===== src/rtl/operand_forward_stage.sv =====
// Execute-stage operand forwarding mux.
// Keeps a 2-deep EX result history and stalls on outstanding loads.
module operand_forward_stage #(
  parameter int XLEN        = 32,
  parameter int STALL_CNT_W = 16
) (
  input  logic                   clk,
  input  logic                   rst_n,
  input  logic [1:0]             rs1_sel,
  input  logic [1:0]             rs2_sel,
  input  logic [XLEN-1:0]        rf_rs1,
  input  logic [XLEN-1:0]        rf_rs2,
  input  logic                   ex_valid,
  input  logic                   ex_is_load,
  input  logic [XLEN-1:0]        ex_result,
  input  logic                   mem_load_valid,
  input  logic [XLEN-1:0]        mem_load_data,
  output logic [XLEN-1:0]        op1,
  output logic [XLEN-1:0]        op2,
  output logic                   fwd_stall,
  output logic [STALL_CNT_W-1:0] stall_cycles
);

  typedef struct packed {
    logic [XLEN-1:0] data;
    logic            pend;
  } hist_t;

  typedef enum logic {RUN, WAIT} state_t;

  state_t state;
  hist_t  h0, h1;
  hist_t  f0, f1;
  logic   fill0, fill1;
  logic [XLEN-1:0] v1, v2;
  logic   r1, r2;
  logic   stall;

  // Apply same-cycle load fill to the oldest pending entry
  always_comb begin
    fill1 = mem_load_valid & h1.pend;
    fill0 = mem_load_valid & ~h1.pend & h0.pend;
    f0 = h0;
    f1 = h1;
    if (fill0) f0 = '{data: mem_load_data, pend: 1'b0};
    if (fill1) f1 = '{data: mem_load_data, pend: 1'b0};
  end

  // Resolve each operand against the post-fill history
  always_comb begin
    v1 = rf_rs1;
    r1 = 1'b1;
    unique case (1'b1)
      (rs1_sel == 2'b10): begin
        v1 = f1.data;
        r1 = ~f1.pend;
      end
      (rs1_sel[0]): begin
        v1 = f0.data;
        r1 = ~f0.pend;
      end
      default: ;
    endcase
    v2 = rf_rs2;
    r2 = 1'b1;
    unique case (1'b1)
      (rs2_sel == 2'b10): begin
        v2 = f1.data;
        r2 = ~f1.pend;
      end
      (rs2_sel[0]): begin
        v2 = f0.data;
        r2 = ~f0.pend;
      end
      default: ;
    endcase
    stall = ~(r1 & r2);
  end

  assign fwd_stall = stall;

  // FSM, history update, operand capture and stall counter
  always_ff @(posedge clk or negedge rst_n) begin
    if (!rst_n) begin
      state        <= RUN;
      h0           <= '0;
      h1           <= '0;
      op1          <= '0;
      op2          <= '0;
      stall_cycles <= '0;
    end else begin
      if (stall && !(&stall_cycles))
        stall_cycles <= stall_cycles + 1'b1;
      unique case (state)
        RUN: begin
          if (stall) begin
            state <= WAIT;
            h0    <= f0;
            h1    <= f1;
          end else begin
            op1 <= v1;
            op2 <= v2;
            if (ex_valid) begin
              h1 <= f0;
              h0 <= '{data: ex_result, pend: ex_is_load};
            end else begin
              h0 <= f0;
              h1 <= f1;
            end
          end
        end
        WAIT: begin
          if (stall) begin
            h0 <= f0;
            h1 <= f1;
          end else begin
            state <= RUN;
            op1   <= v1;
            op2   <= v2;
            if (ex_valid) begin
              h1 <= f0;
              h0 <= '{data: ex_result, pend: ex_is_load};
            end else begin
              h0 <= f0;
              h1 <= f1;
            end
          end
        end
        default: state <= RUN;
      endcase
    end
  end

endmodule


===== config.mk =====
export PLATFORM = sky130hd
export DESIGN_NAME = operand_forward_stage
export DESIGN_NICKNAME = d
export VERILOG_FILES = /design/src/rtl/operand_forward_stage.sv
export SDC_FILE = /design/constraint.sdc
export NUM_CORES = 1
export LEC_CHECK = 0
export ABC_AREA = 1
export BUFFER_PORTS_ARGS = -buffer_cell sky130_fd_sc_hd__buf_2
export CAP_MARGIN = 20
export CORE_MARGIN = 3
export CORE_UTILIZATION = 40
export DETAILED_ROUTE_END_ITERATION = 7
export HOLD_SLACK_MARGIN = 0.03
export SYNTH_ARGS = -nofsm -noshare
export SYNTH_HDL_FRONTEND = slang
export SYNTH_SLANG_ARGS = --single-unit

===== constraint.sdc =====
create_clock -name clk -period 3 [get_ports clk]
set_input_delay 0.15 -clock clk [delete_from_list [all_inputs] [get_ports clk]]
set_output_delay 0.15 -clock clk [all_outputs]
set_load 0.01 [all_outputs]

[Word level (Yosys, flattened, before mapping)]
Index checks and enable logic that the tools add are counted.
Widths: inputs -> output; s select.
Storage, ports and cells
  flip-flop bits (word level): 146
  word-level logic and storage cells: 33
Cells by class
  bitwise gates (word level): 8
  equal/unequal tests: 2
  reductions and logical operators: 3
  add/subtract/negate cells: 1
  multiplexer cells: 12
Operator list (number)
  $mux 33: 6
  $pmux 32 s2: 2
  $mux 32: 2
  $add 16x1->16 const B: 1
  $reduce_and 16->1: 1
  $and 1x1->1: 4
  $eq 2x2->1 const B: 2
  $not 1->1: 4
  $pmux 1 s2: 2
  $logic_and 1x1->1: 1
  $logic_not 1->1: 1

[Longest topological paths before layout]
Gate-level depths: netlist of the first run.
  depth after elaboration: 9
  mapped depth: 12

[Least setup slack after synthesis of the first run]
Ideal clock, no wire load.
  kind: register -> register
  from: register stall_cycles[0]
  to: register stall_cycles[10]
  stages on the path, launching flop included: 11
  arrival: 1.518 ns
  clock period less this slack: 1.583 ns
  data required time: 2.935 ns
  slack: 1.417 ns
  buffers on the path: 1
  setup time: 0.065 ns
  cell sequence: dfrtp_1 > ha_1 > inv_1 > nor2_1 > nand2_1 > inv_1 > nand2_1 > nand2_1 > buf_4 > nand2_1 > nand2_1
Between the ends
  word-level cells in the longest chain between the ends: 3
RTL lines
  start: declaration: line 21  | output logic [STALL_CNT_W-1:0] stall_cycles
  start signal: assignment: line 93  | stall_cycles <= stall_cycles + 1'b1;
  branches (longest 3 deep; another with $add 16x1->16)
Several ways; the timed one is not identified.
A chain may end at the register's enable or synchronous reset.

[Final worst setup path of the first run]
  from: register h1[0] (netlist bit)
  to: register h0[0] (netlist bit)
Between the ends
  word-level cells in the longest chain between the ends: 8
RTL lines
  start: declaration: line 32  | hist_t h0, h1;
  start signal: assignment: line 87  | h1 <= '0;
  start signal: assignment: line 99  | h1 <= f1;
  start signal: assignment: line 104  | h1 <= f0;
  $not 1->1: line 42  | fill0 = mem_load_valid & ~h1.pend & h0.pend;
  $and 1x1->1 (2 in series): line 42
  $mux 33: line 45  | if (fill0) f0 = '{data: mem_load_data, pend: 1'b0};
  $not 1->1: line 60, 73
  $pmux 1 s2 (on tied branches): line 53, 66
  $and 1x1->1: line 77  | stall = ~(r1 & r2);
  $mux 33 *: line 96, 113
  end signal: assignment: line 105  | h0 <= '{data: ex_result, pend: ex_is_load};
  end signal: assignment: line 122  | h0 <= '{data: ex_result, pend: ex_is_load};
  end: declaration: line 32
Mark *: on every way between the ends. The rest lies on a longest branch, timed or not.

==> impl_metrics.yaml, run 1 <==
run_status:
  status: "complete, no violations"
finish:
  n_fill_cell: 2095
  final_nets: 1578
  post-route-cell-area_sq_mm: 0.0104
  area_delta_synth_final_pct: 26.1
  fin_cells: 1728
  drive_above_1_share: 0.200
  fin_util: 0.514
clock_network:
  cts_setup_buffers: 0
  htree_levels: 4
  clock-root-buffer: "clkbuf_16"
  cts_buffers: 17
  post_cts_resized: 0
  cts_buffer_depth: 2
  cts_sinks: 146
  clock_latency_ps: 420
  tritoncts: "done"
  clk_pin_slew_ps: 60
die:
  rows: 52
  coreArea_sq_mm: 0.0203
  top_level_ports: 218
  die_w_um: 150
  initial_core_util: 0.408
  die_h_um: 150
  die_area_sq_mm: 0.0225
min_path:
  worstHoldPathType: "in2reg"
  min_to: "op2[31]$_DFFE_PN0P_"
  hold_depth: 5
  holdCritStartpoint: "rf_rs2[31]"
job:
  maxCapViolCount: 0
timing:
  setup_slack_ps: 809
  fin_crit_ps: 2190
  slew_headroom: 0.371
  hold_viol_final: 0
  tightestPinTransition_ps: 941
  finClkSkew_ps: 9.17
  rsz0062_at_grt: "false"
  fin_setup_tns_ps: 0
  setup_violations: 0
  fin_crit_sh: 0.730
  slew_violations: 0
  max_freq_mhz: 456
grt:
  track_usage: 0.227
  grt_overflow: 0
  grt_max_degree: 80
  antenna_found_initial: 4
  grt_pass1_vias: 7607
  grt_first_pass_wirelength_mm: 39.8
worst_setup_path:
  crit_chain: "inv_2 > nand2_1 > nand3_1 > nand2_4 > nor2_4 > buf_4 > nand2_1 > o21ai_0"
  r2r_slack_ps: 810
  cp-end-kind: "flop"
  reg2reg_depth: 8
  critPathBufInv: 2
  worstPathMaxFanout: 74
  crit_top_cell: "nand2_1"
  cpMaxStageDelayCell: "buf_4"
  required_ps: 3320
  cp_top_family: "buffers and inverters"
  worstPathArrival_ps: 2510
  critPathKind: "reg2reg"
  worstReg2RegStart: "h1[0]$_DFF_PN0_"
  start_kind: "flop"
  max_stage_delay_ps: 630
  cp.depth: 8
  reg2reg_to: "h0[0]$_DFF_PN0_"
synth:
  ys_seq_area_frac: 0.441
  synth.distinct_cells: 26
  synth-main-ff-cell: "dfrtp_1"
  synthCells: 1220
  synth_top_area_frac: 0.441
  synth_nets: 1358
  yosys_warnings: 0
  ys_top_cells_by_count: "545 x nand2_1, 146 x dfrtp_1, 145 x inv_1, 79 x nor2_1, 75 x o21ai_1"
  yosysMostFrequentCell: "nand2_1"
  synthTopCellsByArea: "dfrtp_1 44%, nand2_1 25%, inv_1 6.6%"
  avgSynthCellArea_sq_um: 6.79
  postSynth.asyncResetShare: 1.00
  synth_edf_count: 0
  ys_seq_elements: 146
  synth_top_area_cell: "dfrtp_1"
  syn_area_sq_mm: 0.00828
drt:
  viasPerCell: 4.73
  routedWlPerCell_um: 14.7
  drt_iter0_drc: 480
  drtAntennaViolNets: 0
  vias: 8169
  finalWirelength_mm: 25.3
  drt_first_pass_iters: 4
  drc: 0
place:
  pre_cts_slack_ps: 823
  portBuffers: 217
  place_area_sq_mm: 0.00944
  dpl.hpwl_mm: 16.8
  place.gp.congestion: 0.837
  dp.cells: 1656
power_and_ir_drop:
  p_per_area_mw_per_mm2: 624
  leakagePower_nw: 5.98
  irDropWorstVdd_uv: 358
## registers in the layout, summed over array words and instances, names as in the netlist
signal and count:
h1 33, stall_cycles 16, h0 33, op1 32, op2 32
## stage by stage
stage | total power, mW | hold WS [ps]
3_3_place_gp | 4.16 | 243
3_5_place_dp | 4.18 | 244
4_1_cts | 6.58 | 33.6
6_report | 6.51 | 44.9
5_1_grt | 6.94 | 78.3
2_1_floorplan | 3.60 | -146
## kinds of logic (layout without fill, tap and decap cells)
family	Yosys count	in the layout	share of synthesized area
xor gates and xnor gates	6	6	0.00634
adders and majority gates	1	1	0.00151
other	0	5	0
buffers and inverters	215	448	0.115
DFF	146	146	0.441
and+or+nand+nor	677	677	0.323
AOI/OAI and AO/OA	175	175	0.114
## placed cells by master, fill, tap and decap left out, drive strengths merged, types with 18 or more instances in the layout
| cell type | Yosys | routed |
|---|---|---|
| nand3 | 30 | 30 |
| dlygate4sd3 | 0 | 35 |
| buf | 48 | 230 |
| a21oi | 49 | 49 |
| clkbuf | 16 | 18 |
| inv | 151 | 155 |
| nor2 | 82 | 82 |
| dfrtp | 146 | 146 |
| nand2 | 549 | 549 |
| o21ai | 122 | 122 |
## tightest hold or removal path, stage by stage
cell and delay (ps):
buf_2 70, nand2_1 40, nand3_1 70, nand2_1 50, nand2_1 50
## how the worst max path moves through the flow
stage | from | end | slack, ps
after floorplan | stall_cycles[0]$_DFFE_PN0P_ | stall_cycles[10]$_DFFE_PN0P_ | 1420
after global placement | h1[0]$_DFF_PN0_ | h0[0]$_DFF_PN0_ | 840
after detailed placement | h1[0]$_DFF_PN0_ | h0[0]$_DFF_PN0_ | 820
after CTS | h1[0]$_DFF_PN0_ | h0[0]$_DFF_PN0_ | 790
after global routing | h1[0]$_DFF_PN0_ | h0[0]$_DFF_PN0_ | 590
final | h1[0]$_DFF_PN0_ | h0[0]$_DFF_PN0_ | 810
## metal layers
metal | wire (um) | share of wire | vias up | track usage
li1 | - | - | 4193 | -
met2 | 11400 | 0.45 | 274 | 0.353
met4 | 492 | 0.019 | 2 | 0.0672
met3 | 1710 | 0.067 | 29 | 0.0472
met5 | 7 | 0.00028 | - | 0
met1 | 11700 | 0.46 | 3671 | 0.319
## area by class of cell
cell class / count / area (sq um) / area share
inverters: 151 / 567 / 0.0543
repair buffers: 265 / 1550 / 0.149
flip-flops and latches: 146 / 3650 / 0.350
diodes: 5 / 12.5 / 0.00120
clock inverters: 14 / 199 / 0.0191
multi-input cells: 859 / 3680 / 0.353
well taps: 270 / 338 / 0.0324
clock buffers: 18 / 439 / 0.0421
## power by group
part           total (mW)  switching, mW  internal [mW]
combinational        1.65           1.03          0.619
clock                2.33          0.899           1.43
sequential           2.53          0.189           2.34
total                6.51           2.12           4.39
## timing repair
item / in CTS / in global routing
hold buffers: 35 / 0
setup endpoints to repair: 0 / 0
endpoints found under the hold margin: 110 / 0
Power figures use the tool's default switching activity.
==> run 2: changes to the inputs <==
- clock period: 3 -> 2.15 ns (I/O delays scaled with it)
==> run 2 against run 1 <==
Compared with the run above: final cell count is 0.87% higher; fmax grew 12%; combinational power up 42%; critical path type unchanged; sequential power is 40% higher.
==> impl_metrics.yaml, run 2 (same netlist as run 1, synthesis figures left out) <==
run_status:
  status: "complete, no violations"
finish:
  layout_commonest_cell: "nand2_1"
  area_delta_synth_final_pct: 27.6
  top_regs: "h0 x33, h1 x33"
  layout_common_cells: "545 x nand2_1, 216 x buf_2, 146 x dfrtp_1, 144 x inv_1, 79 x nor2_1"
  final_nets: 1596
  post-route-cell-area_sq_mm: 0.0106
  drive_above_1_share: 0.205
place:
  place.gp.congestion: 0.825
  place_area_sq_mm: 0.00952
  dpl.hpwl_mm: 17.3
  portBuffers: 217
drt:
  wl_met3_mm: 1.49
  drtAntennaViolNets: 0
  finalWirelength_mm: 25.7
  viasPerCell: 4.74
  drt_iter0_drc: 401
  drc: 0
  routed.top_layer: "met4"
  wl_met1_mm: 12.0
  wl_met2_mm: 11.7
  drt_first_pass_iters: 4
  vias: 8258
  routedWlPerCell_um: 14.7
power_and_ir_drop:
  power_frac_comb: 0.261
  p_clk_frac: 0.348
  irDropWorstVdd_uv: 483
  power.switching_mw: 2.94
  power.total_mw: 9.03
  switching_share: 0.326
  power.internal_mw: 6.09
  leakagePower_nw: 6.04
  p_per_area_mw_per_mm2: 854
  pwr-share-seq: 0.391
grt:
  grt_first_pass_wirelength_mm: 40.5
  track_usage: 0.230
  grt_max_degree: 75
  grt_pass1_vias: 7732
  grt_overflow: 0
  antenna_found_initial: 1
die:
  die_area_sq_mm: 0.0225
  die_h_um: 150
  initial_core_util: 0.408
  die_w_um: 150
  rows: 52
  top_level_ports: 218
  coreArea_sq_mm: 0.0203
timing:
  slew_headroom: 0.335
  setup_violations: 0
  fin_crit_sh: 0.910
  fin_crit_ps: 1960
  fin_setup_tns_ps: 0
  slew_violations: 0
  max_freq_mhz: 511
  rsz0062_at_grt: "false"
  hold_viol_final: 0
  finClkSkew_ps: 10.7
  tightestPinTransition_ps: 996
worst_setup_path:
  worstPathArrival_ps: 2210
  crit_chain: "inv_2 > nand2_1 > nand3_1 > nand2_4 > nor2_4 > buf_4 > o21ai_0"
  required_ps: 2410
  critPathBufInv: 2
  worstPathMaxFanout: 74
  cpMaxStageDelayCell: "buf_4"
  start_kind: "flop"
  cp-end-kind: "flop"
  max_stage_delay_ps: 620
  critPathKind: "reg2reg"
  cp_top_family: "buffers and inverters"
job:
  maxCapViolCount: 0
clock_network:
  clock-root-buffer: "clkbuf_16"
  clk_pin_slew_ps: 60
  cts_buffers: 17
  tritoncts: "done"
  post_cts_resized: 0
  clock_latency_ps: 420
  cts_sinks: 146
  cts_setup_buffers: 0
  htree_levels: 4
  hold_buffers: 42
  cts_buffer_depth: 2
min_path:
  worstHoldPathType: "in2reg"
## run 2: worst paths after layout
kind                                startpoint                      endpoint  slack (ps)  cells past startpoint
max reg2reg                    h1[0]$_DFF_PN0_              h1[24]$_DFF_PN0_         190                      7
max                            h1[0]$_DFF_PN0_              h1[24]$_DFF_PN0_         190                      7
min                                 rf_rs2[31]           op2[31]$_DFFE_PN0P_          40                      5
min reg2reg                op2[14]$_DFFE_PN0P_           op2[14]$_DFFE_PN0P_         470                      2
max in group asynchronous                rst_n           op1[11]$_DFFE_PN0P_        1170                      3
min in group asynchronous                rst_n  stall_cycles[11]$_DFFE_PN0P_         230                      2
## run 2: power by group through the flow
stage               Sequential [mW]  Combinational [mW]  Clock [mW]
global route                   3.60                2.69        3.33
floorplan                      3.68                1.34           0
CTS                            3.54                2.37        3.20
finish                         3.53                2.35        3.15
detailed placement             3.58                2.30           0
global placement               3.56                2.27           0
## run 2: worst reg2reg max path, delay by kind of cell, from the launching register on
kind	cells	cell delay, ps
AND/OR/NAND/NOR	4	410
AO/OA/AOI/OAI	1	220
buffers and inverters	2	750
flip-flops	1	410
## run 2: stage by stage
stage / util / cells / setup slack, ps / hold WS, ps
3_3_place_gp: 0.469 / 1667 / 293 / 119
6_report: 0.521 / 1743 / 195 / 36.6
2_1_floorplan: - / 1220 / 567 / -188
5_1_grt: 0.521 / 1742 / 12.4 / 60.1
4_1_cts: 0.521 / 1741 / 187 / 32.6
3_5_place_dp: 0.469 / 1667 / 203 / 123
## run 2: per-layer routing
metal | vias to the layer above | global-route usage
met4 | 0 | 0.0672
met1 | 3776 | 0.323
met3 | 29 | 0.0421
met5 | - | 0
met2 | 242 | 0.365
li1 | 4211 | -
## run 2: cell type report
class                           count  area [sq um]
Tap cell                          270           338
Timing Repair Buffer              283          1710
Multi-Input combinational cell    859          3680
Sequential cell                   146          3650
Clock inverter                     11           151
Clock buffer                       21           470
Inverter                          151           567
Fill cell                        2101          9730
Antenna cell                        2          5.00
==> run 3: changes to the inputs <==
- PLACE_DENSITY_LB_ADDON: default -> 0.08
==> run 3 against run 2 <==
Compared with the run above: critical path depth grew 1; critical endpoint is now h0[26]$_DFF_PN0_; wire length shrank 1.2%; final cell count shrank 0.29%; worst setup slack lost 0.90 ps; sequential power is essentially flat; die area is the same; non-clock buffer count shrank 3; global-route usage shrank 0.14 points; combinational power is essentially flat; highest routed layer unchanged; design area grew 0.53%.
==> impl_metrics.yaml, run 3 (same netlist as run 1, synthesis figures left out) <==
die:
  die_area_sq_mm: 0.0225
  initial_core_util: 0.408
  die_w_um: 150
  die_h_um: 150
  rows: 52
  top_level_ports: 218
  coreArea_sq_mm: 0.0203
clock_network:
  cts_setup_buffers: 0
  cts_buffer_depth: 2
  htree_levels: 4
  clock-root-buffer: "clkbuf_16"
  cts_buffers: 17
  tritoncts: "done"
  cts_sinks: 146
  clk_pin_slew_ps: 60
  post_cts_resized: 0
  clock_latency_ps: 420
run_status:
  status: "complete, no violations"
place:
  place_area_sq_mm: 0.00959
  portBuffers: 217
  pre_cts_slack_ps: 198
  place.gp.congestion: 0.817
  dpl.hpwl_mm: 17.2
  dp.cells: 1665
power_and_ir_drop:
  leakagePower_nw: 6.07
  p_per_area_mw_per_mm2: 855
  power.total_mw: 9.09
  irDropWorstVdd_uv: 482
finish:
  drive_above_1_share: 0.203
  fin_cells: 1738
  post-route-cell-area_sq_mm: 0.0106
  n_fill_cell: 2157
  multiInputGateArea_sq_mm: 0.00368
  ff_latch_area_sq_mm: 0.00365
  final_nets: 1593
  layout_common_cells: "544 x nand2_1, 216 x buf_2, 146 x dfrtp_1, 145 x inv_1, 79 x nor2_1"
  top_regs: "h0 x33, h1 x33"
  area_delta_synth_final_pct: 28.3
  fin_util: 0.524
  layout_commonest_cell: "nand2_1"
worst_setup_path:
  critPathKind: "reg2reg"
  worstPathArrival_ps: 2290
  worstPathMaxFanout: 74
  required_ps: 2490
  start_kind: "flop"
  cp-end-kind: "flop"
timing:
  rsz0062_at_grt: "true"
  fin_setup_tns_ps: 0
  finClkSkew_ps: 9.18
  fin_crit_sh: 0.910
  setup_violations: 0
  max_freq_mhz: 511
  setup_slack_ps: 194
  tightestPinTransition_ps: 983
  timing.hold.ws_ps: 51.0
  slew_headroom: 0.344
  hold_viol_final: 0
  slew_violations: 0
  fin_crit_ps: 1960
drt:
  drtAntennaViolNets: 0
  routedWlPerCell_um: 14.6
  drc: 0
  viasPerCell: 4.65
  vias: 8083
  drt_first_pass_iters: 4
  finalWirelength_mm: 25.4
  drt_iter0_drc: 345
grt:
  antenna_found_initial: 1
  grt_max_degree: 75
  grt_overflow: 0
  grt_first_pass_wirelength_mm: 40.3
  track_usage: 0.229
  grt_pass1_vias: 7745
job:
  maxCapViolCount: 0
min_path:
  worstHoldPathType: "in2reg"
## run 3: cell types whose count changed in the layout (fill, tap and decap cells not counted)
cell / change
nand2_1: -1
clkinvlp_4: -2
clkinv_1: -1
buf_12: +6
diode_2: -1
bufinv_16: +1
nand2_2: +1
inv_1: +1
dlygate4sd3_1: -1
clkinv_2: +1
inv_6: -2
clkbuf_1: +1
buf_4: -8
## run 3: critical path, cell delays in order, from the launching register on
cell	delay, ps
dfrtp_1	410
inv_2	130
nand2_1	80
nand3_1	140
nand2_4	100
nor2_4	100
buf_4	620
nand2_1	150
o21ai_1	120
## run 3: area by class of cell
cell class / count / share of cell area
Antenna cell: 1 / 0.000235
Clock buffer: 22 / 0.0446
Clock inverter: 9 / 0.0145
Inverter: 151 / 0.0533
Multi-Input combinational cell: 859 / 0.347
Sequential cell: 146 / 0.344
Tap cell: 270 / 0.0318
Timing Repair Buffer: 280 / 0.165
## run 3: per-layer routing
layer  up-vias  wire length (um)  share of wire  global-route usage
li1       4212                 -              -                   -
met5         -                 0              0                   0
met3        24              1430          0.056              0.0427
met1      3627             11800           0.46               0.310
met4         0               319          0.013              0.0645
met2       220             11800           0.47               0.376
## run 3: repair_timing
item	CTS	global route
endpoints found under the hold margin	85	0
endpoints found under the setup margin	0	1
hold buffers	41	0
## run 3: worst paths after layout
path / slack, ps / startpoint / end / cells past startpoint
worst max register to register: 190 / h1[0]$_DFF_PN0_ / h0[26]$_DFF_PN0_ / 8
worst max-delay path: 190 / h1[0]$_DFF_PN0_ / h0[26]$_DFF_PN0_ / 8
min in group asynchronous: 200 / rst_n / op2[2]$_DFFE_PN0P_ / 2
worst min register to register: 470 / op1[12]$_DFFE_PN0P_ / op1[12]$_DFFE_PN0P_ / 2
max in group asynchronous: 1180 / rst_n / op2[21]$_DFFE_PN0P_ / 3
worst min-delay path: 50 / mem_load_data[10] / h1[11]$_DFF_PN0_ / 3
## run 3: power by group
group / switching, mW / total, mW / leakage [nW] / internal [mW]
registers: 0.256 / 3.53 / 1.83 / 3.27
clock network: 1.17 / 3.20 / 0.302 / 2.03
logic: 1.46 / 2.36 / 3.94 / 0.903
